<file path="config.mk">
export PLATFORM = sky130hd
export DESIGN_NAME = reg_wr_port
export DESIGN_NICKNAME = d
export VERILOG_FILES = /design/src/rtl/reg_wr_pkg.sv /design/src/rtl/decoder_onehot.sv /design/src/rtl/reg_wr_port.sv
export SDC_FILE = /design/constraint.sdc
export NUM_CORES = 1
export LEC_CHECK = 0
export BUFFER_PORTS_ARGS = -buffer_cell sky130_fd_sc_hd__buf_2
export CORE_ASPECT_RATIO = 0.5
export CORE_MARGIN = 2
export CORE_UTILIZATION = 33
export CTS_BUF_LIST = sky130_fd_sc_hd__clkbuf_2
export DETAILED_ROUTE_END_ITERATION = 8
export PLACE_DENSITY = 0.61
export SETUP_SLACK_MARGIN = 0.3
export SLEW_MARGIN = 10
export SYNTH_ARGS = -nofsm -noshare
export SYNTH_HDL_FRONTEND = slang
export SYNTH_SLANG_ARGS = --single-unit
</file>
<file path="constraint.sdc">
create_clock -name clk -period 2.1 [get_ports clk]
set_clock_uncertainty 0.1 [all_clocks]
set_input_delay 0.42 -clock clk [delete_from_list [all_inputs] [get_ports clk]]
set_output_delay 0.42 -clock clk [all_outputs]
set_load 0.03 [all_outputs]
</file>
<file path="src/rtl/reg_wr_pkg.sv">
// Shared constants and request bundle for the register-file write port.
// Optional feature macro: XZR_DISCARD_EN (writes to the top register are dropped).
package reg_wr_pkg;

   localparam int DATA_W = 64;
   localparam int ADDR_W = 5;
   localparam int NREG   = 2 ** ADDR_W;

   typedef struct packed {
      logic [ADDR_W-1:0] addr;
      logic [DATA_W-1:0] data;
   } wr_req_t;

endpackage

</file>
<file path="src/rtl/decoder_onehot.sv">
// Address to one-hot decoder; all-zero output when en is low.
// Ports: addr (ADDR_W), en (1) -> onehot (NREG).
module decoder_onehot
   import reg_wr_pkg::*;
(
   input  logic [ADDR_W-1:0] addr,
   input  logic              en,
   output logic [NREG-1:0]   onehot
);

   always_comb begin
      onehot = '0;
      if (en) begin
         onehot[addr] = 1'b1;
      end
   end

endmodule

</file>
<file path="src/rtl/reg_wr_port.sv">
// Register-file write port: in-order pending-write queue, one-hot write
// enables from the head, and a youngest-match forwarding lookup.
// Ports: clk, reset_n (async low); in_valid/in_ready/in_addr/in_data push side;
// stall, wr_en, wr_data write side; q_addr/q_hit/q_data lookup; count.
// Optional feature macro: XZR_DISCARD_EN (register NREG-1 writes are dropped).
module reg_wr_port
   import reg_wr_pkg::*;
#(
   parameter int DEPTH = 2
) (
   input  logic                       clk,
   input  logic                       reset_n,
   input  logic                       in_valid,
   output logic                       in_ready,
   input  logic [ADDR_W-1:0]          in_addr,
   input  logic [DATA_W-1:0]          in_data,
   input  logic                       stall,
   output logic [NREG-1:0]            wr_en,
   output logic [DATA_W-1:0]          wr_data,
   input  logic [ADDR_W-1:0]          q_addr,
   output logic                       q_hit,
   output logic [DATA_W-1:0]          q_data,
   output logic [$clog2(DEPTH+1)-1:0] count
);

   localparam int CW = $clog2(DEPTH + 1);
   localparam int PW = (DEPTH > 1) ? $clog2(DEPTH) : 1;

   wr_req_t         mem [DEPTH];
   logic [PW-1:0]   head;
   logic [PW-1:0]   tail;
   logic [CW-1:0]   cnt;
   logic            alive;
   logic            acc;
   logic            push;
   logic            pop;
   logic            top_in;
   logic [NREG-1:0] dec;
   logic            hit;
   logic [DATA_W-1:0] hit_data;
   logic [PW-1:0]   idx;
   int              s;
   wr_req_t         req;

   function automatic logic [PW-1:0] nxt(input logic [PW-1:0] p);
      return (p == PW'(DEPTH - 1)) ? '0 : p + PW'(1);
   endfunction

   // alive holds in_ready low until the first edge after reset release
   assign count    = cnt;
   assign in_ready = alive && (cnt < CW'(DEPTH));
   assign acc      = in_valid & in_ready;
   assign pop      = (cnt != '0) & ~stall;
   assign req.addr = in_addr;
   assign req.data = in_data;

`ifdef XZR_DISCARD_EN
   assign top_in = (in_addr == ADDR_W'(NREG - 1));
`else
   assign top_in = 1'b0;
`endif

   assign push = acc & ~top_in;

   always_ff @(posedge clk or negedge reset_n) begin
      if (!reset_n) begin
         head  <= '0;
         tail  <= '0;
         cnt   <= '0;
         alive <= 1'b0;
         for (int i = 0; i < DEPTH; i++) begin
            mem[i] <= '0;
         end
      end else begin
         alive <= 1'b1;
         if (push) begin
            mem[tail] <= req;
            tail      <= nxt(tail);
         end
         if (pop) begin
            head <= nxt(head);
         end
         unique case ({push, pop})
            2'b10:   cnt <= cnt + CW'(1);
            2'b01:   cnt <= cnt - CW'(1);
            default: cnt <= cnt;
         endcase
      end
   end

   decoder_onehot u_dec (
      .addr   (mem[head].addr),
      .en     (pop),
      .onehot (dec)
   );

`ifdef XZR_DISCARD_EN
   assign wr_en = {1'b0, dec[NREG-2:0]};
`else
   assign wr_en = dec;
`endif

   assign wr_data = pop ? mem[head].data : '0;

   // Walk oldest to youngest so the last match found is the newest write
   always_comb begin
      hit      = 1'b0;
      hit_data = '0;
      idx      = '0;
      s        = 0;
      for (int i = 0; i < DEPTH; i++) begin
         s = int'(head) + i;
         if (s >= DEPTH) begin
            s = s - DEPTH;
         end
         idx = PW'(s);
         if ((i < int'(cnt)) && (mem[idx].addr == q_addr)) begin
            hit      = 1'b1;
            hit_data = mem[idx].data;
         end
      end
   end

`ifdef XZR_DISCARD_EN
   assign q_hit  = hit && (q_addr != ADDR_W'(NREG - 1));
   assign q_data = q_hit ? hit_data : '0;
`else
   assign q_hit  = hit;
   assign q_data = hit_data;
`endif

endmodule

</file>
==> results of run 1 <==
Yosys cell counts, types with 2 or more instances:
cell | instances | area [um2]
a32oi_1 | 8 | 70.1
o2111ai_1 | 128 | 1120
xor2_1 | 4 | 35.0
o22ai_1 | 3 | 18.8
o21ai_0 | 4 | 20.0
dfrtp_1 | 143 | 3580
ha_1 | 3 | 37.5
o32ai_1 | 2 | 17.5
nor2_1 | 97 | 364
mux2i_1 | 73 | 731
buf_4 | 8 | 60.1
a31oi_1 | 120 | 751
a22oi_1 | 56 | 420
buf_6 | 3 | 33.8
nand3_1 | 10 | 50.1
inv_1 | 5 | 18.8
xnor2_1 | 10 | 87.6
o21ai_1 | 2 | 10.0
nor3_1 | 2 | 10.0
buf_2 | 42 | 210
nand2_1 | 20 | 75.1
mux2_2 | 137 | 1540
buf_1 | 12 | 45.0
clkbuf_1 | 63 | 236
final cells by class:
cell class              instances  area, um2  area share, %
multi-input cells             692       7340           43.9
clock inverters                14        196           1.18
repair buffers                467       4980           29.8
well taps                     391        489           2.93
inverters                       7       40.0          0.240
clock buffers                  18       90.1          0.539
flip-flops and latches        143       3580           21.4
repair_timing:
item / 4_1_cts / 5_1_grt
buffers inserted: 13 / 11
hold buffers: 73 / 0
endpoints found under the setup margin: 287 / 290
hold endpoints to repair: 284 / 0
pin swaps: 21 / 61
gates cloned: 6 / 23
gates resized for setup: 135 / 255
final timing paths:
check / start / end / cells after the start
setup / recovery: head$_DFFE_PN0P_ / q_data[32] / 9
min in group asynchronous: reset_n / mem[0]$_DFFE_PN0P_ / 4
max in group asynchronous: reset_n / mem[49]$_DFFE_PN0P_ / 4
hold / removal: in_addr[1] / mem[134]$_DFFE_PN0P_ / 4
setup reg to reg: count[0]$_DFFE_PN0P_ / count[1]$_DFFE_PN0P_ / 10
hold reg to reg: mem[124]$_DFFE_PN0P_ / mem[124]$_DFFE_PN0P_ / 1
through the flow:
stage | area [um2] | setup TNS [ns]
5_1_grt | 16700 | -249.99
3_5_place_dp | 13400 | -85.34
4_1_cts | 15200 | -241.60
3_3_place_gp | 13400 | -80.54
2_1_floorplan | 11200 | -24.26
6_report | 16700 | -220.63
kinds of logic (layout without fill, tap and decap cells):
group / after synthesis / after routing
AOI/OAI and AO/OA: 324 / 324
muxes: 211 / 211
DFF: 143 / 143
and+or+nand+nor: 139 / 139
buffers and inverters: 135 / 506
xor gates and xnor gates: 14 / 14
adders and majority gates: 3 / 3
other: 1 / 1
metal layers:
metal | track usage [%] | up-vias | share of wire [%]
li1 | - | 4595 | -
met1 | 31.1 | 5400 | 42
met2 | 40.2 | 521 | 48
met3 | 3.93 | 111 | 6.4
met4 | 9.30 | 0 | 3.3
met5 | 0 | - | 0
registers in the layout, summed over array words and instances, names as in the netlist:
signal,cells
mem,138
tail,1
head,1
alive,1
count,2
tightest hold or removal path, cell delays in order:
cell and delay (ns):
dlygate4sd3_1 0.52, buf_2 0.11, nand2_1 0.04, o21ai_0 0.05
power breakdown:
| group | total, mW | switching (mW) | internal (mW) |
|---|---|---|---|
| clock | 1.98 | 1.10 | 0.887 |
| sequential | 5.85 | 1.71 | 4.14 |
| combinational | 22.4 | 12.6 | 9.74 |
==> flow_metrics.tcl, run 1 <==
set metrics [dict create \
    run_status "complete, but fails checks" \
    violations "negative setup slack" \
    io_buffers 241 \
    layout_common_cells "dfrtp_1 (140), mux2_2 (137), buf_2 (132)" \
    start_util_pct 33.4 \
    path_max_fanout 32 \
    diodes 0 \
    nets 1409 \
    synth_compound_area_share_pct 25.2 \
    grt_antenna_before_repair 0 \
    rsz0062_at_grt "true" \
    criticalPathCategory "reg2out" \
    rows 44 \
    core-area_um2 28900 \
    synth_mux_area_share_pct 23.8 \
    hold_slack_ns 0.237 \
    hold_violations 0 \
    synth_top_family_by_area "compound AO/OA/AOI/OAI gates" \
    ys.warnings.count 0 \
    synth_edf_count 0 \
    crit_buf_inv 4 \
    pre_cts_slack_ns -0.797 \
    maxSlewHeadroom_pct 56.5 \
    dp.final_hpwl_um 23100 \
    grt_pass1_wl_um 58500 \
    setup_viol 164 \
    async_reset_ff_share_pct 100 \
    clock-sinks 143 \
    setup_ws_ns -1.75 \
    ios 242 \
    wirelength_um 41900 \
    yosys.area_share.adder_pct 0.389 \
    avgRoutedWirePerCell_um 24.2 \
    synthXorXnorAreaFrac_pct 1.27 \
    final_util_pct 57.8 \
    slew_viol_final 0 \
    drtPass1Iterations 6 \
    arrival_ns 3.33 \
    rrSetupSlack_ns 0.02 \
    synthFlopType "dfrtp_1" \
    clk_latency_ns 0.84 \
    cts-root-buf "clkbuf_2" \
    hold_path_class "in2reg" \
    syn_area_um2 9660 \
    synth_cell_types 39 \
    cp_slowest_cell "dfrtp_4" \
    vias 10600 \
    numCtsBuffers 17 \
    cts_buffer_depth 2 \
    drt_iter0_drc 1177 \
    syn_area_per_cell_um2 9.96 \
    drc_errors 0 \
    drive_gt1_share_pct 61.4 \
    die_x_um 246 \
    routed_via_density 6.14 \
    cellLeakagePower_nw 6.41 \
    fin_cells 1732 \
    dieArea_um2 30700 \
    max_stage_delay_ns 0.59 \
    htree_num_levels 4 \
    endpoint_kind "primary output" \
    ant_nets 0 \
    die_h_um 125 \
    overflow 0 \
    path_cells "buf_6 -> mux2i_2 -> xor2_1 -> nand4_1 -> buf_12 -> buf_12 -> o2111ai_1 -> a22oi_2 -> buf_6" \
    fill_cells 2283 \
    synthSimpleGateAreaFrac_pct 5.96 \
    critPathLaunchType "register" \
    worst_pin_slew_ns 0.652 \
    area_growth_syn_to_layout_pct 73.0 \
    pwr_density_cell_nw_per_um2 1810 \
    cp.required_ns 1.58 \
    synth_seq_cells 143 \
    max_freq_mhz 260 \
    postSynthCellCount 970 \
    final_common_cell "dfrtp_1" \
    gp_congestion 0.831 \
    synth_seq_area_share_pct 37.0 \
    finalPower_mw 30.2 \
    grt_pass1_vias 10400 \
    cts_tree "built" \
    crit_family "buffers and inverters" \
    synth_fp_nets 1051 \
    period_minus_slack_ns 3.85 \
    grt_use_total_pct 24.0 \
    place_inst 1574 \
    peakVddDrop_v 0.000798 \
    grt_max_degree 78 \
    cap_violations 0 \
    clkSlewWorstSetupHoldPaths_ns 0.20 \
    fin_crit_sh_pct 184 \
]
No activity file was read; power rests on OpenSTA's default activity.
==> inputs of run 2 (changes only) <==
--- a/config.mk
+++ b/config.mk
@@ -16,4 +16,5 @@
 export SLEW_MARGIN = 10
 export SYNTH_ARGS = -nofsm -noshare
 export SYNTH_HDL_FRONTEND = slang
+export SYNTH_HIERARCHICAL = 1
 export SYNTH_SLANG_ARGS = --single-unit
==> flow_metrics.tcl, run 2 <==
set metrics [dict create \
    endpoint_kind "primary output" \
    cp_common_cell "buf_4" \
    multi_input_area_um2 7460 \
    slew_viol_final 0 \
    drtPass1Iterations 7 \
    clk_latency_ns 0.82 \
    critPathLaunch "head$_DFFE_PN0P_" \
    gp_congestion 0.810 \
    worst_pin_slew_ns 0.616 \
    dp.final_hpwl_um 23100 \
    die_x_um 246 \
    regToRegStartpoint "head$_DFFE_PN0P_" \
    cts_hold_buf 72 \
    overflow 0 \
    pwr_density_cell_nw_per_um2 1780 \
    violations "negative setup slack" \
    rrSetupSlack_ns -0.01 \
    clkSlewWorstSetupHoldPaths_ns 0.20 \
    cts-root-buf "clkbuf_2" \
    yosysMostFrequentCell "dfrtp_1" \
    async_reset_ff_share_pct 100 \
    met3_usage_pct 3.58 \
    hold_slack_ns 0.0657 \
    largest_reg_flops 138 \
    layout_common_cells "buf_2 (163), dfrtp_1 (140), nor2_4 (98)" \
    synth_cell_types 35 \
    syn_area_per_cell_um2 10.1 \
    grt_use_total_pct 23.1 \
    placed_area_um2 13800 \
    synth_area_leaders "dfrtp_1 (37%), mux2_2 (16%), o2111ai_1 (12%), mux2i_1 (7.4%), a31oi_1 (6.1%)" \
    synth_top_area_share_pct 37.1 \
    met1_usage_pct 30.4 \
    setup_viol 165 \
    synth_edf_count 0 \
    cellLeakagePower_nw 6.16 \
    grt-busiest-layer "met2" \
    global_route.usage.met2_pct 38.2 \
    syn_area_um2 9640 \
    path_max_fanout 29 \
    synth_seq_cells 143 \
    max_stage_delay_ns 0.51 \
    hp-start "stall" \
    synth_fp_nets 1034 \
    maxSlewHeadroom_pct 58.9 \
    fin_crit_sh_pct 180 \
    arrival_ns 3.26 \
    ys.warnings.count 6 \
    core-area_um2 28800 \
    cp.required_ns 1.58 \
    peakVddDrop_v 0.000950 \
    grt_max_degree 87 \
    synth_seq_area_share_pct 37.1 \
    htree_num_levels 4 \
    io_buffers 241 \
    path_cells "buf_4 -> mux2i_1 -> xor2_1 -> and4_4 -> buf_4 -> clkbuf_16 -> nand3_2 -> a32oi_4 -> buf_6" \
    setup_tns_ns -214.04 \
    wirelength_um 36700 \
    run_status "complete, but fails checks" \
    cts_buffer_depth 2 \
    drt_iter0_drc 781 \
    criticalPathCategory "reg2out" \
    grt_pass1_wl_um 56300 \
    vias 10100 \
    grt_antenna_before_repair 1 \
    period_minus_slack_ns 3.78 \
    rsz0062_at_grt "true" \
    rows 44 \
    synth_common_cells "dfrtp_1 (143), mux2_2 (139), o2111ai_1 (128), nor2_1 (99), a31oi_1 (94)" \
    avgRoutedWirePerCell_um 21.8 \
    r2r_end "head$_DFFE_PN0P_" \
    final_common_cell "buf_2" \
    top_register "mem" \
    drive_gt1_share_pct 60.7 \
    ant_nets 0 \
    area_growth_syn_to_layout_pct 65.8 \
    final_area_um2 16000 \
    postSynthCellCount 953 \
    start_util_pct 33.4 \
    cp_slowest_cell "dfrtp_4" \
    critPathLaunchType "register" \
    routed_via_density 5.97 \
    dieArea_um2 30700 \
    die_h_um 125 \
    cts_tree "built" \
    register_area_um2 3580 \
    reg2reg_depth 6 \
    ios 242 \
    clock-sinks 143 \
    setup_ws_ns -1.68 \
    numCtsBuffers 17 \
    cap_violations 0 \
    fill_cells 2445 \
    synthFlopType "dfrtp_1" \
    grt_pass1_vias 10000 \
    drc_errors 0 \
    max_freq_mhz 264 \
    yosysTopAreaCell "dfrtp_1" \
    hold_path_class "in2reg" \
    nets 1362 \
    min_to "head$_DFFE_PN0P_" \
    hold_violations 0 \
    min_path_cells 5 \
]
==> run 2: cell types whose count changed after synthesis, sizes merged, moves of 6 or more <==
cell and change:
a32oi +20, nand2 -15, a31oi -26, buf +8
a22oi -20, clkbuf -6, nand3 +19, a41oi +6
==> run 2: layout make-up <==
| class | count | share of cell area (%) |
|---|---|---|
| Multi-Input combinational cell | 674 | 46.7 |
| Timing Repair Buffer | 439 | 26.1 |
| Sequential cell | 143 | 22.4 |
| Tap cell | 391 | 3.06 |
| Clock inverter | 14 | 0.932 |
| Clock buffer | 18 | 0.564 |
| Inverter | 6 | 0.227 |
| Antenna cell | 2 | 0.0313 |
==> run 2: worst max-delay path, delay by kind of cell (launching register included) <==
kind,cells,cell delay (ns)
buffers and inverters,4,0.76
DFF,1,0.51
and+or+nand+nor,2,0.44
AOI/OAI and AO/OA,1,0.25
muxes,1,0.24
xor gates and xnor gates,1,0.23
==> run 2: worst max path at each step <==
stage                       to  slack, ns
detailed placement  q_data[14]      -0.88
finish              q_data[60]      -1.68
CTS                 q_data[40]      -1.75
global placement    q_data[40]      -0.77
global route        q_data[46]      -1.82
floorplan           q_data[30]      -0.54
==> run 2: logic make-up (layout without fill, tap and decap cells) <==
| logic type | after synthesis | in the layout | share of synthesized area, % |
|---|---|---|---|
| muxes | 212 | 212 | 23.9 |
| adders and majority gates | 3 | 3 | 0.390 |
| DFF | 143 | 143 | 37.1 |
| xor gates and xnor gates | 14 | 14 | 1.27 |
| other | 1 | 3 | 0.0389 |
| AOI/OAI and AO/OA | 294 | 294 | 23.7 |
| and+or+nand+nor | 150 | 150 | 7.12 |
| buffers and inverters | 136 | 477 | 6.39 |
==> run 2: through the flow <==
| step | cells | power, mW | setup slack (ns) | util [%] |
|---|---|---|---|---|
| final | 1687 | 28.4 | -1.68 | 55.4 |
| after global routing | 1687 | 29.7 | -1.82 | 55.4 |
| after CTS | 1676 | 27.4 | -1.75 | 54.0 |
| after detailed placement | 1561 | 23.7 | -0.876 | 47.8 |
| after global placement | 1561 | 23.3 | -0.772 | 47.8 |
| after floorplan | 953 | 18.5 | -0.542 | - |
==> run 2: power breakdown <==
part,internal [mW],switching [mW]
Sequential,4.14,1.69
Clock,0.645,1.11
Combinational,9.04,11.7
Total,13.8,14.5
==> run 2: repair_timing <==
action	in CTS	in global routing
setup buffers	8	4
setup endpoints to repair	235	265
hold endpoints to repair	285	1
pin swaps	21	11
gates cloned	3	5
resized for setup	193	41
==> run 2: layer usage <==
metal	vias up	part of all wire [%]
met1	5189	44
met5	-	0
met3	75	3.9
li1	4469	-
met4	0	2.8
met2	342	49
==> inputs of run 3 (changes only) <==
--- a/config.mk
+++ b/config.mk
@@ -10,11 +10,13 @@
 export CORE_MARGIN = 2
 export CORE_UTILIZATION = 33
 export CTS_BUF_LIST = sky130_fd_sc_hd__clkbuf_2
+export CTS_CLUSTER_DIAMETER = 60
 export DETAILED_ROUTE_END_ITERATION = 8
-export PLACE_DENSITY = 0.61
+export PLACE_DENSITY = 0.59
 export SETUP_SLACK_MARGIN = 0.3
 export SLEW_MARGIN = 10
 export SYNTH_ARGS = -nofsm -noshare
 export SYNTH_HDL_FRONTEND = slang
 export SYNTH_HIERARCHICAL = 1
 export SYNTH_SLANG_ARGS = --single-unit
+export TNS_END_PERCENT = 5
==> constraint.sdc (replaced) <==
create_clock -name clk -period 3.55 [get_ports clk]
set_clock_uncertainty 0.1 [all_clocks]
set_input_delay 0.71 -clock clk [delete_from_list [all_inputs] [get_ports clk]]
set_output_delay 0.71 -clock clk [all_outputs]
set_load 0.03 [all_outputs]
==> flow_metrics.tcl, run 3 (synthesis gave the netlist of run 2 again) <==
set metrics [dict create \
    run_status "complete, but fails checks" \
    violations "negative setup slack" \
    cp_slowest_cell "dfrtp_4" \
    dieArea_um2 30700 \
    rrSetupSlack_ns 1.24 \
    layout_common_cells "buf_2 (144), dfrtp_1 (142), mux2_2 (139)" \
    setup_viol 65 \
    fill_cells 2705 \
    clk_latency_ns 0.79 \
    cp_common_cell "buf_4" \
    drt_iter0_drc 898 \
    worst_pin_slew_ns 0.796 \
    rows 44 \
    critPathLaunch "head$_DFFE_PN0P_" \
    grt_antenna_before_repair 2 \
    final_common_cell "buf_2" \
    vias 10000 \
    cp.required_ns 2.74 \
    routed_via_density 6.10 \
    die_x_um 246 \
    criticalPathCategory "reg2out" \
    cts-root-buf "clkbuf_2" \
    path_max_fanout 7 \
    drive_gt1_share_pct 44.6 \
    numCtsBuffers 17 \
    max_stage_delay_ns 0.58 \
    drtPass1Iterations 5 \
    regToRegStartpoint "count[1]$_DFFE_PN0P_" \
    clkSlewWorstSetupHoldPaths_ns 0.20 \
    pwr_density_cell_nw_per_um2 1050 \
    arrival_ns 3.31 \
    ant_nets 0 \
    hold_path_class "in2reg" \
    setup_ws_ns -0.565 \
    grt_use_total_pct 23.3 \
    avgRoutedWirePerCell_um 22.9 \
    placed_area_um2 11300 \
    die_h_um 125 \
    top_register "mem" \
    drc_errors 0 \
    grt_max_degree 79 \
    grt_pass1_vias 9918 \
    clock-sinks 143 \
    cts_buffer_depth 2 \
    wirelength_um 37600 \
    cap_violations 0 \
    cellLeakagePower_nw 5.63 \
    finalPower_mw 14.4 \
    crit_family "buffers and inverters" \
    overflow 0 \
    cts_tree "built" \
    dp.final_hpwl_um 20900 \
    crit_buf_inv 5 \
    fin_crit_sh_pct 116 \
    largest_reg_flops 138 \
    endpoint_kind "primary output" \
    gp_congestion 0.811 \
    max_freq_mhz 243 \
    slew_viol_final 0 \
    htree_num_levels 4 \
    maxSlewHeadroom_pct 47.0 \
    period_minus_slack_ns 4.12 \
    peakVddDrop_v 0.000611 \
    critPathLaunchType "register" \
    final_area_um2 13700 \
    path_cells "mux2_4 -> xor2_4 -> nor4_4 -> buf_6 -> buf_4 -> buf_8 -> buf_16 -> o2111ai_1 -> a32oi_1 -> buf_4" \
    area_growth_syn_to_layout_pct 41.9 \
    io_buffers 241 \
    r2r_end "mem[28]$_DFFE_PN0P_" \
    multi_input_area_um2 5800 \
    register_area_um2 3580 \
    ios 242 \
    nets 1319 \
    core-area_um2 28800 \
    crit_end "q_data[6]" \
    grt_pass1_wl_um 55700 \
    cp.depth 10 \
    hold_violations 0 \
    setup_tns_ns -32.34 \
    reg2reg_depth 4 \
    rsz0062_at_grt "true" \
    start_util_pct 33.4 \
]
## run 3: changes by cell type in the layout (fill, tap and decap cells not counted), moves of 31 or more
cell,change
mux2_4,-53
o2111ai_1,+31
mux2_2,+53
buf_6,-69
a22oi_1,+33
nor2_4,-96
a22oi_2,-33
nor2_1,+89
buf_4,+53
## run 3: area by class of cell
cell class	instances	share of cell area, %
diodes	2	0.0366
clock inverters	11	1.22
well taps	391	3.58
flip-flops and latches	143	26.2
multi-input cells	676	42.4
repair buffers	394	25.7
inverters	6	0.165
clock buffers	19	0.696
## run 3: repair_timing
action                                 CTS  global route
endpoints found under the hold margin  215             0
setup endpoints to repair              161           161
setup buffers                           24             4
gates resized for setup                135            63
pin swaps                               33            30
cloned                                  13             8
hold buffers                            70             0
## run 3: through the flow
| stage | hold slack, ns | utilization (%) | worst slack, ns | cells |
|---|---|---|---|---|
| global route | 0.0750 | 47.4 | -0.789 | 1642 |
| floorplan | 0.314 | - | 0.270 | 953 |
| finish | 0.178 | 47.4 | -0.565 | 1642 |
| global placement | 0.413 | 39.0 | 0.136 | 1491 |
| detailed placement | 0.425 | 39.0 | 0.0775 | 1491 |
| CTS | 0.0688 | 45.7 | -0.663 | 1628 |
## run 3: layer usage
metal	vias up	part of all wire [%]	global-route usage [%]
met4	0	2.6	7.81
met2	463	48	37.3
met1	5090	43	31.0
li1	4397	-	-
met3	61	6.8	5.19
met5	-	0	0
## run 3: worst min path at each step
stage / slack, ns / depth (start not counted) / endpoint / start
after floorplan: 0.31 / 0 / alive$_DFF_PN0_ / reset_n
after global placement: 0.41 / 1 / mem[67]$_DFFE_PN0P_ / mem[67]$_DFFE_PN0P_
after detailed placement: 0.42 / 1 / mem[67]$_DFFE_PN0P_ / mem[67]$_DFFE_PN0P_
after CTS: 0.07 / 3 / tail$_DFFE_PN0P_ / in_valid
after global routing: 0.07 / 3 / tail$_DFFE_PN0P_ / in_valid
final: 0.18 / 3 / tail$_DFFE_PN0P_ / in_valid
## run 3: report_power, final
group          switching, mW  leakage (nW)  internal [mW]
Clock                  0.628         0.154          0.460
Combinational           5.94          3.77           4.01
Sequential             0.923          1.70           2.45
Total                   7.49          5.63           6.92
## run 3: tightest hold or removal path: cells and delay by family
family	cells	cell delay, ns
simple gates	1	0.16
buf+inv	1	0.12
xor+xnor	1	0.08
